$ cat src/rtl/gmii_mii_adapter.sv
// GMII/MII adapter between MAC and PHY: byte pass-through in GMII mode, nibble
// serialise/assemble in MII mode, PIPE_STAGES output pipeline, saturating RX error counter.
//
// TX FSM (MII mode only, advances on mii_ce)
// state   | meaning
// TX_IDLE | no frame; an accepted byte emits its low nibble
// TX_LOW  | low nibble on the wire; next strobe emits the high nibble
// TX_HIGH | high nibble on the wire; accept another byte or end the frame

module gmii_mii_adapter #(
  parameter int PIPE_STAGES = 1,
  parameter int CNT_WIDTH   = 16
) (
  input  logic                 clock_125MHz,
  input  logic                 reset,
  input  logic                 speed_mii,
  input  logic                 mii_ce,
  input  logic                 stat_clear,
  input  logic [7:0]           mac_txd,
  input  logic                 mac_tx_en,
  input  logic                 mac_tx_er,
  output logic                 mac_tx_ready,
  output logic [7:0]           phy_txd,
  output logic                 phy_tx_en,
  output logic                 phy_tx_er,
  input  logic [7:0]           phy_rxd,
  input  logic                 phy_rx_dv,
  input  logic                 phy_rx_er,
  input  logic                 phy_col,
  input  logic                 phy_crs,
  output logic [7:0]           mac_rxd,
  output logic                 mac_rx_valid,
  output logic                 mac_rx_dv,
  output logic                 mac_rx_er,
  output logic                 mac_col,
  output logic                 mac_crs,
  output logic [CNT_WIDTH-1:0] rx_err_count
);

  localparam int PW = 23;

  typedef enum logic [1:0] {
    TX_IDLE = 2'd0,
    TX_LOW  = 2'd1,
    TX_HIGH = 2'd2
  } tx_state_t;

  tx_state_t            tx_state_q, tx_state_d;
  logic                 alive_q, alive_d;
  logic                 mode_q, mode_d;
  logic [7:0]           tx_byte_q, tx_byte_d;
  logic                 tx_er_q, tx_er_d;
  logic [9:0]           tx_drv_q, tx_drv_d;
  logic                 nib_valid_q, nib_valid_d;
  logic [3:0]           nib_q, nib_d;
  logic                 sticky_q, sticky_d;
  logic                 rx_frame_q, rx_frame_d;
  logic                 frame_err_q, frame_err_d;
  logic [7:0]           rx_byte_q, rx_byte_d;
  logic [CNT_WIDTH-1:0] cnt_q, cnt_d;
  logic [PW-1:0]        pipe_q [PIPE_STAGES];
  logic [PW-1:0]        pipe_d [PIPE_STAGES];

  logic       tx_ready, tx_accept, samp;
  logic       rx_valid_now, rx_er_now, rx_dv_now, err_inc;
  logic [9:0] tx_path;
  logic [7:0] rxd_path;
  logic       valid_path, dv_path, er_path;

  always_comb begin
    alive_d      = 1'b1;
    mode_d       = mode_q;
    tx_state_d   = tx_state_q;
    tx_byte_d    = tx_byte_q;
    tx_er_d      = tx_er_q;
    tx_drv_d     = tx_drv_q;
    nib_valid_d  = nib_valid_q;
    nib_d        = nib_q;
    sticky_d     = sticky_q;
    rx_frame_d   = rx_frame_q;
    frame_err_d  = frame_err_q;
    rx_byte_d    = rx_byte_q;
    cnt_d        = cnt_q;
    rx_valid_now = 1'b0;
    rx_er_now    = 1'b0;
    rx_dv_now    = rx_frame_q;
    err_inc      = 1'b0;

    tx_ready  = alive_q & (mode_q ? (mii_ce & ((tx_state_q == TX_IDLE) ||
                                                (tx_state_q == TX_HIGH))) : 1'b1);
    tx_accept = mode_q & tx_ready & mac_tx_en;

    if (mode_q && mii_ce) begin
      case (tx_state_q)
        TX_IDLE, TX_HIGH: begin
          if (tx_accept) begin
            tx_byte_d  = mac_txd;
            tx_er_d    = mac_tx_er;
            tx_drv_d   = {1'b1, mac_tx_er, 4'h0, mac_txd[3:0]};
            tx_state_d = TX_LOW;
          end else begin
            tx_drv_d   = '0;
            tx_state_d = TX_IDLE;
          end
        end
        TX_LOW: begin
          tx_drv_d   = {1'b1, tx_er_q, 4'h0, tx_byte_q[7:4]};
          tx_state_d = TX_HIGH;
        end
        default: begin
          tx_drv_d   = '0;
          tx_state_d = TX_IDLE;
        end
      endcase
    end

    // Switch modes only between frames so a byte is never split across modes
    if ((tx_state_q == TX_IDLE) && !tx_accept && !phy_rx_dv && !nib_valid_q)
      mode_d = speed_mii;

    samp = mode_q ? mii_ce : 1'b1;
    if (samp) begin
      rx_frame_d = phy_rx_dv;
      rx_dv_now  = phy_rx_dv;
      if (phy_rx_dv) begin
        frame_err_d = frame_err_q | phy_rx_er;
        if (mode_q) begin
          if (!nib_valid_q) begin
            nib_d       = phy_rxd[3:0];
            nib_valid_d = 1'b1;
            sticky_d    = phy_rx_er;
          end else begin
            rx_byte_d    = {phy_rxd[3:0], nib_q};
            rx_valid_now = 1'b1;
            rx_er_now    = sticky_q | phy_rx_er;
            nib_valid_d  = 1'b0;
            sticky_d     = 1'b0;
          end
        end
      end else begin
        if (nib_valid_q) begin
          rx_er_now   = 1'b1;
          nib_valid_d = 1'b0;
          sticky_d    = 1'b0;
        end
        if (rx_frame_q)
          err_inc = frame_err_q | nib_valid_q;
        frame_err_d = 1'b0;
      end
    end

    if (stat_clear)
      cnt_d = '0;
    else if (err_inc && (cnt_q != {CNT_WIDTH{1'b1}}))
      cnt_d = cnt_q + CNT_WIDTH'(1);

    tx_path    = mode_q ? tx_drv_d     : {mac_tx_en, mac_tx_er, mac_txd};
    rxd_path   = mode_q ? rx_byte_d    : phy_rxd;
    valid_path = mode_q ? rx_valid_now : phy_rx_dv;
    dv_path    = mode_q ? rx_dv_now    : phy_rx_dv;
    er_path    = mode_q ? rx_er_now    : phy_rx_er;

    pipe_d[0] = {tx_path, rxd_path, valid_path, dv_path, er_path, phy_col, phy_crs};
    for (int i = 1; i < PIPE_STAGES; i++)
      pipe_d[i] = pipe_q[i-1];
  end

  always_ff @(posedge clock_125MHz or negedge reset) begin
    if (!reset) begin
      tx_state_q  <= TX_IDLE;
      alive_q     <= 1'b0;
      mode_q      <= 1'b0;
      tx_byte_q   <= '0;
      tx_er_q     <= 1'b0;
      tx_drv_q    <= '0;
      nib_valid_q <= 1'b0;
      nib_q       <= '0;
      sticky_q    <= 1'b0;
      rx_frame_q  <= 1'b0;
      frame_err_q <= 1'b0;
      rx_byte_q   <= '0;
      cnt_q       <= '0;
      for (int i = 0; i < PIPE_STAGES; i++)
        pipe_q[i] <= '0;
    end else begin
      tx_state_q  <= tx_state_d;
      alive_q     <= alive_d;
      mode_q      <= mode_d;
      tx_byte_q   <= tx_byte_d;
      tx_er_q     <= tx_er_d;
      tx_drv_q    <= tx_drv_d;
      nib_valid_q <= nib_valid_d;
      nib_q       <= nib_d;
      sticky_q    <= sticky_d;
      rx_frame_q  <= rx_frame_d;
      frame_err_q <= frame_err_d;
      rx_byte_q   <= rx_byte_d;
      cnt_q       <= cnt_d;
      for (int i = 0; i < PIPE_STAGES; i++)
        pipe_q[i] <= pipe_d[i];
    end
  end

  assign mac_tx_ready = tx_ready;
  assign rx_err_count = cnt_q;
  assign {phy_tx_en, phy_tx_er, phy_txd, mac_rxd, mac_rx_valid, mac_rx_dv,
          mac_rx_er, mac_col, mac_crs} = pipe_q[PIPE_STAGES-1];

endmodule

$ cat config.mk
export PLATFORM = sky130hd
export DESIGN_NAME = gmii_mii_adapter
export DESIGN_NICKNAME = d
export VERILOG_FILES = /design/src/rtl/gmii_mii_adapter.sv
export SDC_FILE = /design/constraint.sdc
export NUM_CORES = 1
export LEC_CHECK = 0
export ABC_CLOCK_PERIOD_IN_PS = 2260
export CORE_AREA = 2 2 137 86
export CTS_CLUSTER_SIZE = 16
export DETAILED_ROUTE_END_ITERATION = 10
export DIE_AREA = 0 0 139 88
export PLACE_DENSITY = 0.52
export SETUP_SLACK_MARGIN = 0.1
export SLEW_MARGIN = 30
export SYNTH_ARGS = -nofsm -noshare
export SYNTH_HDL_FRONTEND = slang
export SYNTH_SLANG_ARGS = --single-unit
export TNS_END_PERCENT = 20
$ cat constraint.sdc
create_clock -name clock_125MHz -period 2.26 [get_ports clock_125MHz]
set_input_delay 0.339 -clock clock_125MHz [delete_from_list [all_inputs] [get_ports clock_125MHz]]
set_output_delay 0.339 -clock clock_125MHz [all_outputs]
set_load 0.05 [all_outputs]
==> impl_metrics.prom <==
# TYPE chip_impl_metric gauge
chip_impl_metric{name="share_comb_of_total_power",unit=""} 0.349
chip_impl_info{name="crit_chain",value="ha_1 > and4_1 > nor4b_4 > nor4_1 > mux2_1"} 1
chip_impl_metric{name="initial_utilization",unit=""} 0.295
chip_impl_metric{name="post-route-worst-setup-slack",unit="ns"} 0.249
chip_impl_metric{name="floorplan.die.width",unit="microns"} 139
chip_impl_metric{name="static-leakage-power",unit="uW"} 0.00192
chip_impl_metric{name="cts_max_path_buffers",unit=""} 2
chip_impl_metric{name="power_switching_share",unit=""} 0.351
chip_impl_metric{name="fin_skew",unit="ns"} 0.00633
chip_impl_metric{name="routedWlPerCell",unit="microns"} 14.5
chip_impl_metric{name="clock.fmax",unit="MHz"} 497
chip_impl_metric{name="grt_start_max_net_pins",unit=""} 44
chip_impl_metric{name="seq_area_frac_synth",unit=""} 0.573
chip_impl_metric{name="synthesis.nets",unit=""} 319
chip_impl_info{name="grt_setup_unrepaired",value="true"} 1
chip_impl_info{name="criticalPathCategory",value="reg -> reg"} 1
chip_impl_metric{name="dr_total_vias",unit=""} 2468
chip_impl_metric{name="antenna_found_initial",unit=""} 0
chip_impl_metric{name="crit_arrival",unit="ns"} 2.22
chip_impl_info{name="topRoutingLayerUsed",value="met4"} 1
chip_impl_metric{name="drv.max_cap_violation_count",unit=""} 0
chip_impl_metric{name="power.share.clock",unit=""} 0.289
chip_impl_metric{name="finalNetCount",unit=""} 390
chip_impl_metric{name="io_buffer_count",unit=""} 66
chip_impl_metric{name="sequentialPowerShare",unit=""} 0.362
chip_impl_metric{name="int_power",unit="uW"} 3460
chip_impl_metric{name="fillers",unit=""} 1033
chip_impl_metric{name="power_per_cell_area",unit="mW/mm^2"} 1200
chip_impl_metric{name="io-pin-count",unit=""} 67
chip_impl_metric{name="avgSynthCellArea",unit="sq um"} 11.1
chip_impl_info{name="run_status",value="finished, final reports clean"} 1
chip_impl_metric{name="report.final.slew_viol_count",unit=""} 0
chip_impl_metric{name="ir_worst_vdd",unit="V"} 0.000725
chip_impl_metric{name="m1_wire_length",unit="mm"} 3.76
chip_impl_metric{name="dp_slack",unit="ns"} 0.0269
chip_impl_metric{name="cell_area_synth",unit="sq mm"} 0.00323
chip_impl_metric{name="postRouteAntennaNets",unit=""} 0
chip_impl_metric{name="peak_per_stage_delay_on_the_critical_path",unit="ns"} 0.52
chip_impl_info{name="mostFrequentLayoutCells",value="74 x sky130_fd_sc_hd__dfrtp_1, 64 x sky130_fd_sc_hd__clkdlybuf4s50_1, 25 x sky130_fd_sc_hd__mux2_2"} 1
chip_impl_metric{name="wl_met3",unit="microns"} 512
chip_impl_metric{name="numCtsBuffers",unit=""} 9
chip_impl_metric{name="finalHoldViolCount",unit=""} 0
chip_impl_metric{name="final_layout_size_suffix_gt1_frac",unit=""} 0.155
chip_impl_info{name="end_kind",value="register"} 1
chip_impl_metric{name="period_needed",unit="ns"} 2.01
chip_impl_metric{name="gp_congestion",unit=""} 0.738
chip_impl_info{name="synth_top_area_cell",value="sky130_fd_sc_hd__dfrtp_1"} 1
chip_impl_metric{name="antenna_cells_inserted",unit=""} 0
chip_impl_metric{name="grt_pass1_wl",unit="mm"} 11.9
chip_impl_info{name="cts_root_buf",value="sky130_fd_sc_hd__clkbuf_16"} 1
chip_impl_metric{name="worst_slew_margin_rel",unit=""} 0.611
chip_impl_metric{name="async_flop_share",unit=""} 1.00
chip_impl_metric{name="routed_wirelength",unit="mm"} 7.39
chip_impl_metric{name="route.met2.wl",unit="mm"} 3.07
chip_impl_metric{name="die_y",unit="microns"} 88
chip_impl_metric{name="skew_pair_late_insertion_delay",unit="ns"} 0.33
chip_impl_metric{name="worst_hold_check_slack",unit="ns"} 0.446
chip_impl_metric{name="hpwl",unit="mm"} 4.97
chip_impl_metric{name="remaining_global_route_overflow",unit=""} 0
chip_impl_metric{name="yosysWarnings",unit=""} 0
chip_impl_metric{name="grt_pass1_vias",unit=""} 2255
chip_impl_metric{name="synth_top_cell_area_share",unit=""} 0.573
chip_impl_metric{name="clock_tree_sinks",unit=""} 74
chip_impl_metric{name="p_sw",unit="uW"} 1880
chip_impl_metric{name="area_growth",unit="%"} 37.9
chip_impl_metric{name="drc",unit=""} 0
chip_impl_info{name="cpMaxStageDelayCell",value="sky130_fd_sc_hd__nor4b_4"} 1
chip_impl_metric{name="fp-row-count",unit=""} 30
chip_impl_metric{name="critPathRequiredTime",unit="ns"} 2.47
chip_impl_info{name="tritoncts",value="done"} 1
chip_impl_metric{name="period_share",unit=""} 0.890
chip_impl_metric{name="synth-edff-count",unit=""} 0
chip_impl_info{name="top_cells_by_area_synth",value="sky130_fd_sc_hd__dfrtp_1 57%, sky130_fd_sc_hd__mux2_2 8.7%, sky130_fd_sc_hd__o21ai_0 3.1%"} 1
chip_impl_metric{name="finalSetupViolations",unit=""} 0
chip_impl_info{name="leading_register_cell_type_out_of_synthesis",value="sky130_fd_sc_hd__dfrtp_1"} 1
chip_impl_metric{name="synth.distinct_cells",unit=""} 37
chip_impl_metric{name="drt_first_iter_violations",unit=""} 220
chip_impl_metric{name="floorplan.die_area",unit="sq mm"} 0.0122
chip_impl_info{name="mostFrequentLayoutCell",value="sky130_fd_sc_hd__dfrtp_1"} 1
chip_impl_info{name="crit_path_start_kind",value="register"} 1
chip_impl_metric{name="routed_via_density",unit=""} 4.83
chip_impl_metric{name="detailedRoute.firstPassIterationCount",unit=""} 5
chip_impl_metric{name="clk_pin_slew",unit="ns"} 0.06
chip_impl_metric{name="worst-slew-pin-transition",unit="ns"} 0.581
chip_impl_metric{name="core_region_area",unit="sq mm"} 0.0110
chip_impl_info{name="min_path_type",value="in -> reg"} 1
chip_impl_metric{name="setup_tns",unit="ns"} 0
chip_impl_metric{name="groute.usage.overall",unit=""} 0.128
chip_impl_metric{name="crit_path_max_fanout",unit=""} 9
chip_impl_metric{name="clock_tree.htree_level_count",unit=""} 3
chip_impl_metric{name="postSynthCellCount",unit=""} 291
chip_impl_metric{name="synth.ff_latch_count",unit=""} 74
per-layer routing:
| layer | global-route usage | up-vias |
|---|---|---|
| li1 | - | 1192 |
| met1 | 0.189 | 1193 |
| met2 | 0.174 | 78 |
| met3 | 0.0476 | 5 |
| met4 | 0.0358 | 0 |
| met5 | 0 | - |
cell usage after synthesis, types with 6 or more instances:
| cell | n |
|---|---|
| sky130_fd_sc_hd__a21o_1 | 7 |
| sky130_fd_sc_hd__nand2_1 | 20 |
| sky130_fd_sc_hd__nor2b_1 | 7 |
| sky130_fd_sc_hd__nand3_1 | 9 |
| sky130_fd_sc_hd__inv_1 | 13 |
| sky130_fd_sc_hd__clkbuf_1 | 15 |
| sky130_fd_sc_hd__o22a_1 | 6 |
| sky130_fd_sc_hd__nor2_1 | 13 |
| sky130_fd_sc_hd__nor4_1 | 6 |
| sky130_fd_sc_hd__or4_1 | 9 |
| sky130_fd_sc_hd__o31ai_1 | 9 |
| sky130_fd_sc_hd__mux2_2 | 25 |
| sky130_fd_sc_hd__dfrtp_1 | 74 |
| sky130_fd_sc_hd__o21ai_0 | 20 |
| sky130_fd_sc_hd__a21oi_1 | 18 |
timing repair:
item / CTS / global route
endpoints found under the setup margin: 0 / 1
setup buffers: 0 / 0
gates resized for setup: 0 / 0
endpoints found under the hold margin: 31 / 0
hold buffers: 1 / 0
state kept, by name, indices dropped and copies added, names as in the netlist:
| name | count |
|---|---|
| rx_byte_q | 8 |
| pipe_q | 23 |
| nib_q | 4 |
| alive_q | 1 |
| tx_er_q | 1 |
| sticky_q | 1 |
| tx_state_q | 2 |
| rx_frame_q | 1 |
| nib_valid_q | 1 |
| tx_byte_q | 4 |
| mode_q | 1 |
| rx_err_count | 16 |
| frame_err_q | 1 |
| tx_drv_q | 10 |
cells by family (layout without fill, tap and decap cells):
logic type / after synthesis / after routing / synth area share
and+or+nand+nor: 85 / 85 / 0.148
DFF: 74 / 74 / 0.573
other: 1 / 1 / 0.00116
buffers and inverters: 33 / 109 / 0.0418
adders and majority gates: 1 / 1 / 0.00387
muxes: 28 / 28 / 0.0969
AOI/OAI and AO/OA: 69 / 69 / 0.134
power groups by stage:
stage	registers [uW]	logic, uW	clock network, uW
after CTS	1930	1890	1590
after floorplan	2460	708	0
after global placement	1940	1870	0
after global routing	1980	2010	1670
final	1930	1860	1550
after detailed placement	1940	1880	0
final timing paths:
kind	start	to	slack, ns	depth (start not counted)
min	phy_crs	pipe_q[0]$_DFF_PN0_	0.45	1
max in group asynchronous	reset	pipe_q[7]$_DFF_PN0_	1.17	3
max reg2reg	rx_err_count[1]$_DFFE_PN0P_	rx_err_count[15]$_DFFE_PN0P_	0.25	5
min reg2reg	tx_drv_q[4]$_DFF_PN0_	pipe_q[17]$_DFF_PN0_	0.48	2
max	rx_err_count[1]$_DFFE_PN0P_	rx_err_count[15]$_DFFE_PN0P_	0.25	5
min in group asynchronous	reset	rx_err_count[15]$_DFFE_PN0P_	0.51	2
through the flow:
step	util	area, sq um	instances	total power [uW]
after floorplan	-	3230	291	3170
after global placement	0.375	4110	494	3810
after detailed placement	0.375	4110	494	3820
after CTS	0.406	4450	511	5410
after global routing	0.406	4450	511	5660
final	0.406	4450	511	5340
critical path: cells and delay by family, from the launching register on:
family | cells | cell delay (ns)
flip-flops | 1 | 0.42
adder cells (fa/ha/maj) | 1 | 0.21
AND/OR/NAND/NOR | 3 | 0.93
multiplexers | 1 | 0.33
cell type report:
cell class / instances / area, sq um / share of cell area
repair buffers: 80 / 801 / 0.180
clock buffers: 10 / 239 / 0.0537
inverters: 13 / 48.8 / 0.0110
well taps: 144 / 180 / 0.0405
clock inverters: 6 / 90.1 / 0.0202
multi-input cells: 184 / 1240 / 0.279
flip-flops and latches: 74 / 1850 / 0.416
Power figures use the tool's default switching activity.
